## config.mk

```make
export PLATFORM = sky130hd
export DESIGN_NAME = dog_img
export DESIGN_NICKNAME = d
export VERILOG_FILES = /design/src/rtl/dog_img.sv
export SDC_FILE = /design/constraint.sdc
export NUM_CORES = 1
export LEC_CHECK = 0
export CELL_PAD_IN_SITES_DETAIL_PLACEMENT = 2
export CELL_PAD_IN_SITES_GLOBAL_PLACEMENT = 2
export CORE_MARGIN = 2
export CORE_UTILIZATION = 28
export CTS_BUF_LIST = sky130_fd_sc_hd__clkbuf_16
export CTS_CLUSTER_DIAMETER = 40
export DETAILED_ROUTE_END_ITERATION = 10
export HOLD_SLACK_MARGIN = 0.12
export PLACE_DENSITY_LB_ADDON = 0.1
export RECOVER_POWER = 50
export SYNTH_ARGS = -nofsm -noshare
export SYNTH_HDL_FRONTEND = slang
export SYNTH_SLANG_ARGS = --single-unit
```

## constraint.sdc

```tcl
create_clock -name clk_in -period 1.75 [get_ports clk_in]
set_clock_uncertainty 0.05 [all_clocks]
set_input_delay 0.35 -clock clk_in [delete_from_list [all_inputs] [get_ports clk_in]]
set_output_delay 0.35 -clock clk_in [all_outputs]
set_load 0.05 [all_outputs]
```

## src/rtl/dog_img.sv

```systemverilog
// Difference-of-Gaussians stage: streams two source images out of BRAM and writes the
// signed per-pixel difference (sharper - fuzzier) to a destination address stream.
module dog_img #(
  parameter int BIT_DEPTH = 8,
  parameter int WIDTH     = 64,
  parameter int HEIGHT    = 64,
  localparam int N        = WIDTH * HEIGHT,
  localparam int AW       = $clog2(N)
) (
  input  logic                 clk_in,
  input  logic                 rst_in,
  input  logic                 start_in,
  output logic [AW-1:0]        read_addr,
  output logic                 read_addr_valid,
  input  logic [BIT_DEPTH-1:0] sharper_pixel_in,
  input  logic [BIT_DEPTH-1:0] fuzzier_pixel_in,
  output logic [AW-1:0]        write_addr,
  output logic                 write_valid,
  output logic [BIT_DEPTH:0]   pixel_out,
  output logic                 dog_done
);

  localparam logic [1:0] StIdle  = 2'd0;
  localparam logic [1:0] StRead  = 2'd1;
  localparam logic [1:0] StDrain = 2'd2;
  localparam logic [1:0] StDone  = 2'd3;

  localparam logic [AW-1:0] LastAddr = AW'(N - 1);

  logic [1:0]           state_q, state_d;
  logic                 valid1_q, valid2_q;
  logic [AW-1:0]        addr1_q, addr2_q;
  logic [BIT_DEPTH:0]   diff;

  // Zero-extend both operands so the result spans the full signed range without wrapping.
  assign diff = {1'b0, sharper_pixel_in} - {1'b0, fuzzier_pixel_in};

  always_comb begin
    state_d = state_q;
    case (state_q)
      StIdle:  if (start_in) state_d = StRead;
      StRead:  if (read_addr == LastAddr) state_d = StDrain;
      StDrain: if (write_valid && write_addr == LastAddr) state_d = StDone;
      StDone:  state_d = StIdle;
      default: state_d = StIdle;
    endcase
  end

  always_ff @(posedge clk_in) begin
    if (rst_in) begin
      state_q         <= StIdle;
      read_addr       <= '0;
      read_addr_valid <= 1'b0;
      valid1_q        <= 1'b0;
      valid2_q        <= 1'b0;
      addr1_q         <= '0;
      addr2_q         <= '0;
      write_valid     <= 1'b0;
      write_addr      <= '0;
      pixel_out       <= '0;
      dog_done        <= 1'b0;
    end else begin
      state_q  <= state_d;
      dog_done <= (state_d == StDone);

      if (state_q == StIdle && start_in) begin
        read_addr       <= '0;
        read_addr_valid <= 1'b1;
      end else if (state_q == StRead) begin
        if (read_addr == LastAddr) read_addr_valid <= 1'b0;
        else read_addr <= read_addr + 1'b1;
      end

      // Two stages cover the BRAM latency; the output register is the third.
      valid1_q    <= read_addr_valid;
      addr1_q     <= read_addr;
      valid2_q    <= valid1_q;
      addr2_q     <= addr1_q;
      write_valid <= valid2_q;
      if (valid2_q) begin
        write_addr <= addr2_q;
        pixel_out  <= diff;
      end
    end
  end

endmodule

```

== Word level (Yosys, flattened, before mapping) ==
Index checks and enable logic that the tools add are counted.

* Logic and storage cells: 35
* Bits in registers: 64
* Input port bits: 19
* Output and inout port bits: 36

* Mux-type cells: 7
* Equal/unequal tests: 6
* Bitwise gates (word level): 1
* Reduce and logical (&&, ||, !) cells: 8
* Add/subtract/negate cells: 2

{| class="wikitable"
|+ Operator list
! kind !! number
|-
| $eq 12x12->1 const B || 2
|-
| $add 12x1->12 const B || 1
|-
| $sub 8x8->9 || 1
|-
| $pmux 2 s4 || 1
|-
| $eq 2x2->1 const B || 3
|-
| $mux 2 || 3
|-
| $reduce_and 2->1 || 2
|-
| $reduce_bool 2->1 || 2
|-
| $mux 1 || 3
|-
| $eq 2x1->1 const B || 1
|-
| $logic_and 1x1->1 || 2
|-
| $logic_not 2->1 || 1
|-
| $reduce_or 2->1 || 1
|-
| $not 1->1 || 1
|}

== Longest topological paths before layout ==
Gate-level depths: netlist of run 1.

* Word-level depth: 5
* Depth in mapped cells: 8
* Mapped depth without buffers: 8

== Worst setup path after synthesis of run 1 ==
OpenSTA, ideal clock, no wires.

* Path type: reg2reg
* Start: reg read_addr[0]
* End: reg read_addr[4]
* Data required time: 1.572 ns
* Period minus slack after synthesis: 1.974 ns
* Buffers on the path: 0
* Stages on the path, launching flop included: 7
* Path slack: -0.224 ns
* Setup time: 0.128 ns
* Arrival time: 1.796 ns
* Cells stage by stage: dfxtp_1 > ha_1 > nand3_2 > o31ai_4 > nor3_1 > xnor2_1 > nor2_1

* Longest elaborated chain between the ends: 3
* Elaborated cells between the ends (all ways): 4
* Those cells by class: add/sub (1); eq/ne (1); bitwise (1); reduce/logical (1)

{| class="wikitable"
|+ Ends and longest elaborated chain
! what !! RTL line !! RTL
|-
| start, declared || 13 || <nowiki>output logic [AW-1:0] read_addr,</nowiki>
|-
| start signal, assigned || 71 || <nowiki>else read_addr <= read_addr + 1'b1;</nowiki>
|-
| parallel branches: the longest is 3 deep, another holds $add 12x1->12 || - ||
|}

Parallel ways; which one is timed is not known.
A chain may end at the register's enable or synchronous reset.

== Worst setup path in the final report of run 1 ==
* Start: in sharper_pixel_in[1]
* End: reg pixel_out[7]

* Longest elaborated chain between the ends: 1

{| class="wikitable"
|+ Ends and longest elaborated chain
! what !! RTL line !! RTL
|-
| start, declared || 15 || <nowiki>input logic [BIT_DEPTH-1:0] sharper_pixel_in,</nowiki>
|-
| $sub 8x8->9 || 36 || <nowiki>assign diff = {1'b0, sharper_pixel_in} - {1'b0, fuzzier_pixel_in};</nowiki>
|-
| end signal, assigned || 82 || <nowiki>pixel_out <= diff;</nowiki>
|-
| end, declared || 19 || <nowiki>output logic [BIT_DEPTH:0] pixel_out,</nowiki>
|}

Every way passes these cells.

==> results.yml, run 1 <==
sta:
  setup_viol: 0
  finalCriticalPeriod_ns: 1.71
  maxSlewViolCount: 0
  slew-limit-headroom: 0.478
  worstMarginPinSlew_ns: 0.783
  timing.final.ws_setup_ns: 0.0405
  hold_violations: 0
  hold_slack_ns: 0.305
  fin_crit_sh: 0.977
  rsz0062_at_grt: "yes"
  final.setup.tns_ns: 0
  fmax_ghz: 0.585
drt:
  vias: 2157
  vias_per_cell: 4.65
  routedWlPerCell_um: 14.7
  drtIter0Drc: 25
  wl_mm: 6.81
  drtAntennaViolNets: 0
  drc_errors: 0
  drt-pass1-iter-count: 4
worst_setup_path:
  critPathRequiredTime_ns: 1.93
  crit_slowest_cell: "or4b_1"
  cpLargestDelayFamily: "simple AND/OR/NAND/NOR gates"
  crit_type: "in2reg"
  cp_cell_sequence: "dlygate4sd2_1 -> ha_1 -> nor2b_4 -> o31a_1 -> o22ai_2 -> or4b_1 -> o311ai_1"
  cp_num_buf_inv: 1
  arrival_ns: 1.88
  cpPeakStageDelay_ns: 0.47
  end_kind: "register"
  critPathMaxFanout: 3
  crit_path_start_kind: "input pin"
global_route:
  track_usage: 0.144
  grt_max_degree: 31
  grt_use_met2: 0.243
  grtUsageMet1: 0.178
  grt_pass1_wl_mm: 11.4
  busiest_layer: "met2"
  met3_usage: 0.0472
  grt_pass1_vias: 2377
  antenna_found_initial: 0
  overflow: 0
power:
  p_leak_nw: 1.58
  ir_drop_uv: 541
  power_mw: 3.79
  p_per_area_mw_per_mm2: 995
floorplan:
  rows: 35
  die_height_um: 101
  die_x_um: 101
  start_util: 0.285
  core-area_mm2: 0.00915
  dieArea_mm2: 0.0101
  io_pins: 55
finish:
  num-fill-cells: 1012
  layout-area-overhead-vs-synth_pct: 45.9
  num_antenna_cells: 0
  nets: 377
  layout-drive-gt1-share: 0.343
  stdcell_count: 464
flow_run:
  drv_cap: 0
synthesis:
  ys_async_sr_fraction: 0
  synth_largest_area_cell: "dfxtp_1"
  synth.distinct_cells: 49
  ys.flop_type: "dfxtp_1"
  syn_area_mm2: 0.00261
  ys_warn_count: 0
  yosys-top-cells-area: "dfxtp_1 (49%), nor2b_1 (7.2%), nor2_1 (6.2%)"
  ys_ff_latch: 64
  synth_fp_nets: 292
  synth-edff-count: 0
  synth.yosys.seq_area_share: 0.491
  synth_top_area_share: 0.491
  synth_area_per_cell_um2: 9.93
  synth_cells: 263
placed_design:
  hpwl_mm: 5.04
  io_buffers: 54
  dp_cells: 445
  gp_congestion: 0.707
  dp_worst_setup_slack_ns: -0.651
cts:
  cts.clk_slew.worst_paths_ns: 0.06
  clockRootBuffer: "clkbuf_16"
  cts_tree: "done"
  hold_buffers: 0
  clk_latency_ns: 0.32
  clock_path_buffers: 2
  clock-sinks: 64
  htreeDepth: 3
  cts_buffers: 9
status:
  outcome: "completed"
min_path:
  hold_path_class: "in2reg"
layout make-up:
cell class                      count  area [um2]  area share
Clock buffer                        9         225      0.0591
Clock inverter                      7         105      0.0276
Inverter                           13        48.8      0.0128
Multi-Input combinational cell    176        1350       0.355
Sequential cell                    64        1300       0.340
Tap cell                          111         139      0.0365
Timing Repair Buffer               84         642       0.168
cell usage after synthesis (2+ instances only):
| master | n |
|---|---|
| dfxtp_1 | 64 |
| nor2_1 | 43 |
| nor2b_1 | 30 |
| mux2i_1 | 16 |
| inv_1 | 13 |
| ha_1 | 9 |
| xnor2_1 | 8 |
| nor3_1 | 7 |
| clkbuf_1 | 6 |
| a21oi_1 | 5 |
| nand3_1 | 5 |
| o21ai_0 | 5 |
| a211oi_1 | 3 |
| nand2_1 | 3 |
| nand4_1 | 3 |
| o31a_1 | 3 |
| a22o_1 | 2 |
| a31oi_1 | 2 |
| buf_1 | 2 |
| buf_2 | 2 |
| nor3b_1 | 2 |
| o21a_1 | 2 |
| or4b_1 | 2 |
path summary, 6_finish.rpt:
kind | start | slack (ns) | cells after the start | to
worst max-delay path | sharper_pixel_in[1] | 0.04 | 7 | pixel_out[7]
worst min-delay path | fuzzier_pixel_in[0] | 0.30 | 3 | pixel_out[0]
worst max register to register | read_addr[11] | 0.07 | 5 | read_addr[0]
worst min register to register | addr1_q[0] | 0.39 | 1 | addr2_q[0]
layout by cell type, fill, tap and decap left out, drive strengths merged, types with 4 or more instances in the layout:
cell          Yosys  routed
o21ai             6       6
xnor2             8       8
nand3             6       6
nand4             5       5
mux2i            16      16
nor3              7       7
dfxtp            64      64
dlygate4sd2       0       5
nor2b            30      30
inv              13      14
nand2             4       4
nor2             44      44
ha                9       9
clkbuf            6      23
buf               4      55
dlymetal6s2s      0       6
a21oi             5       5
cell families after synthesis:
kind of cell               count (synthesis)  share of synthesized area
DFF                                       64                      0.491
AOI/OAI and AO/OA                         29                     0.0815
buffers and inverters                     23                     0.0340
muxes                                     16                     0.0613
and+or+nand+nor                          112                      0.252
adders and majority gates                 10                     0.0508
xor gates and xnor gates                   9                     0.0302
flip-flops by register name, indices dropped and copies added, names as in the netlist:
| name | flops |
|---|---|
| valid1_q | 1 |
| write_addr | 12 |
| read_addr_valid | 1 |
| addr1_q | 12 |
| addr2_q | 12 |
| state_q | 2 |
| write_valid | 1 |
| dog_done | 1 |
| valid2_q | 1 |
| pixel_out | 9 |
| read_addr | 12 |
stage by stage:
step / util / area, um2
global placement: 0.370 / 3390
floorplan: - / 2630
CTS: 0.416 / 3810
detailed placement: 0.370 / 3390
global route: 0.416 / 3810
finish: 0.416 / 3810
repair_timing:
| item | CTS | global route |
|---|---|---|
| setup buffers | 1 | 2 |
| setup endpoints to repair | 5 | 7 |
| pin swaps | 9 | 13 |
| hold endpoints to repair | 0 | 0 |
| resized for setup | 23 | 19 |
per-layer routing:
metal	routed length, um	share of wire	vias to the layer above
met1	3200	0.47	1041
met4	49	0.0072	0
met2	3280	0.48	36
met5	0	0	-
li1	-	-	1074
met3	273	0.040	6
worst register-to-register path, cell delays in order (launching register included):
cell     delay, ns
dfxtp_2       0.38
nand4_1       0.31
o31ai_4       0.44
buf_4         0.18
xor2_1        0.15
nor2_1        0.06
power by group:
group / total [mW] / switching (mW) / internal, mW
clock network: 1.93 / 0.667 / 1.26
logic: 0.372 / 0.198 / 0.175
registers: 1.49 / 0.0124 / 1.48
Power figures use the tool's default switching activity.
==> inputs of run 2 (changes only) <==
--- a/config.mk
+++ b/config.mk
@@ -15,6 +15,7 @@
 export HOLD_SLACK_MARGIN = 0.12
 export PLACE_DENSITY_LB_ADDON = 0.1
 export RECOVER_POWER = 50
+export SLEW_MARGIN = 5
 export SYNTH_ARGS = -nofsm -noshare
 export SYNTH_HDL_FRONTEND = slang
 export SYNTH_SLANG_ARGS = --single-unit
==> results of run 2 <==
Final layout, timing and power as in run 1 (identical DEF).
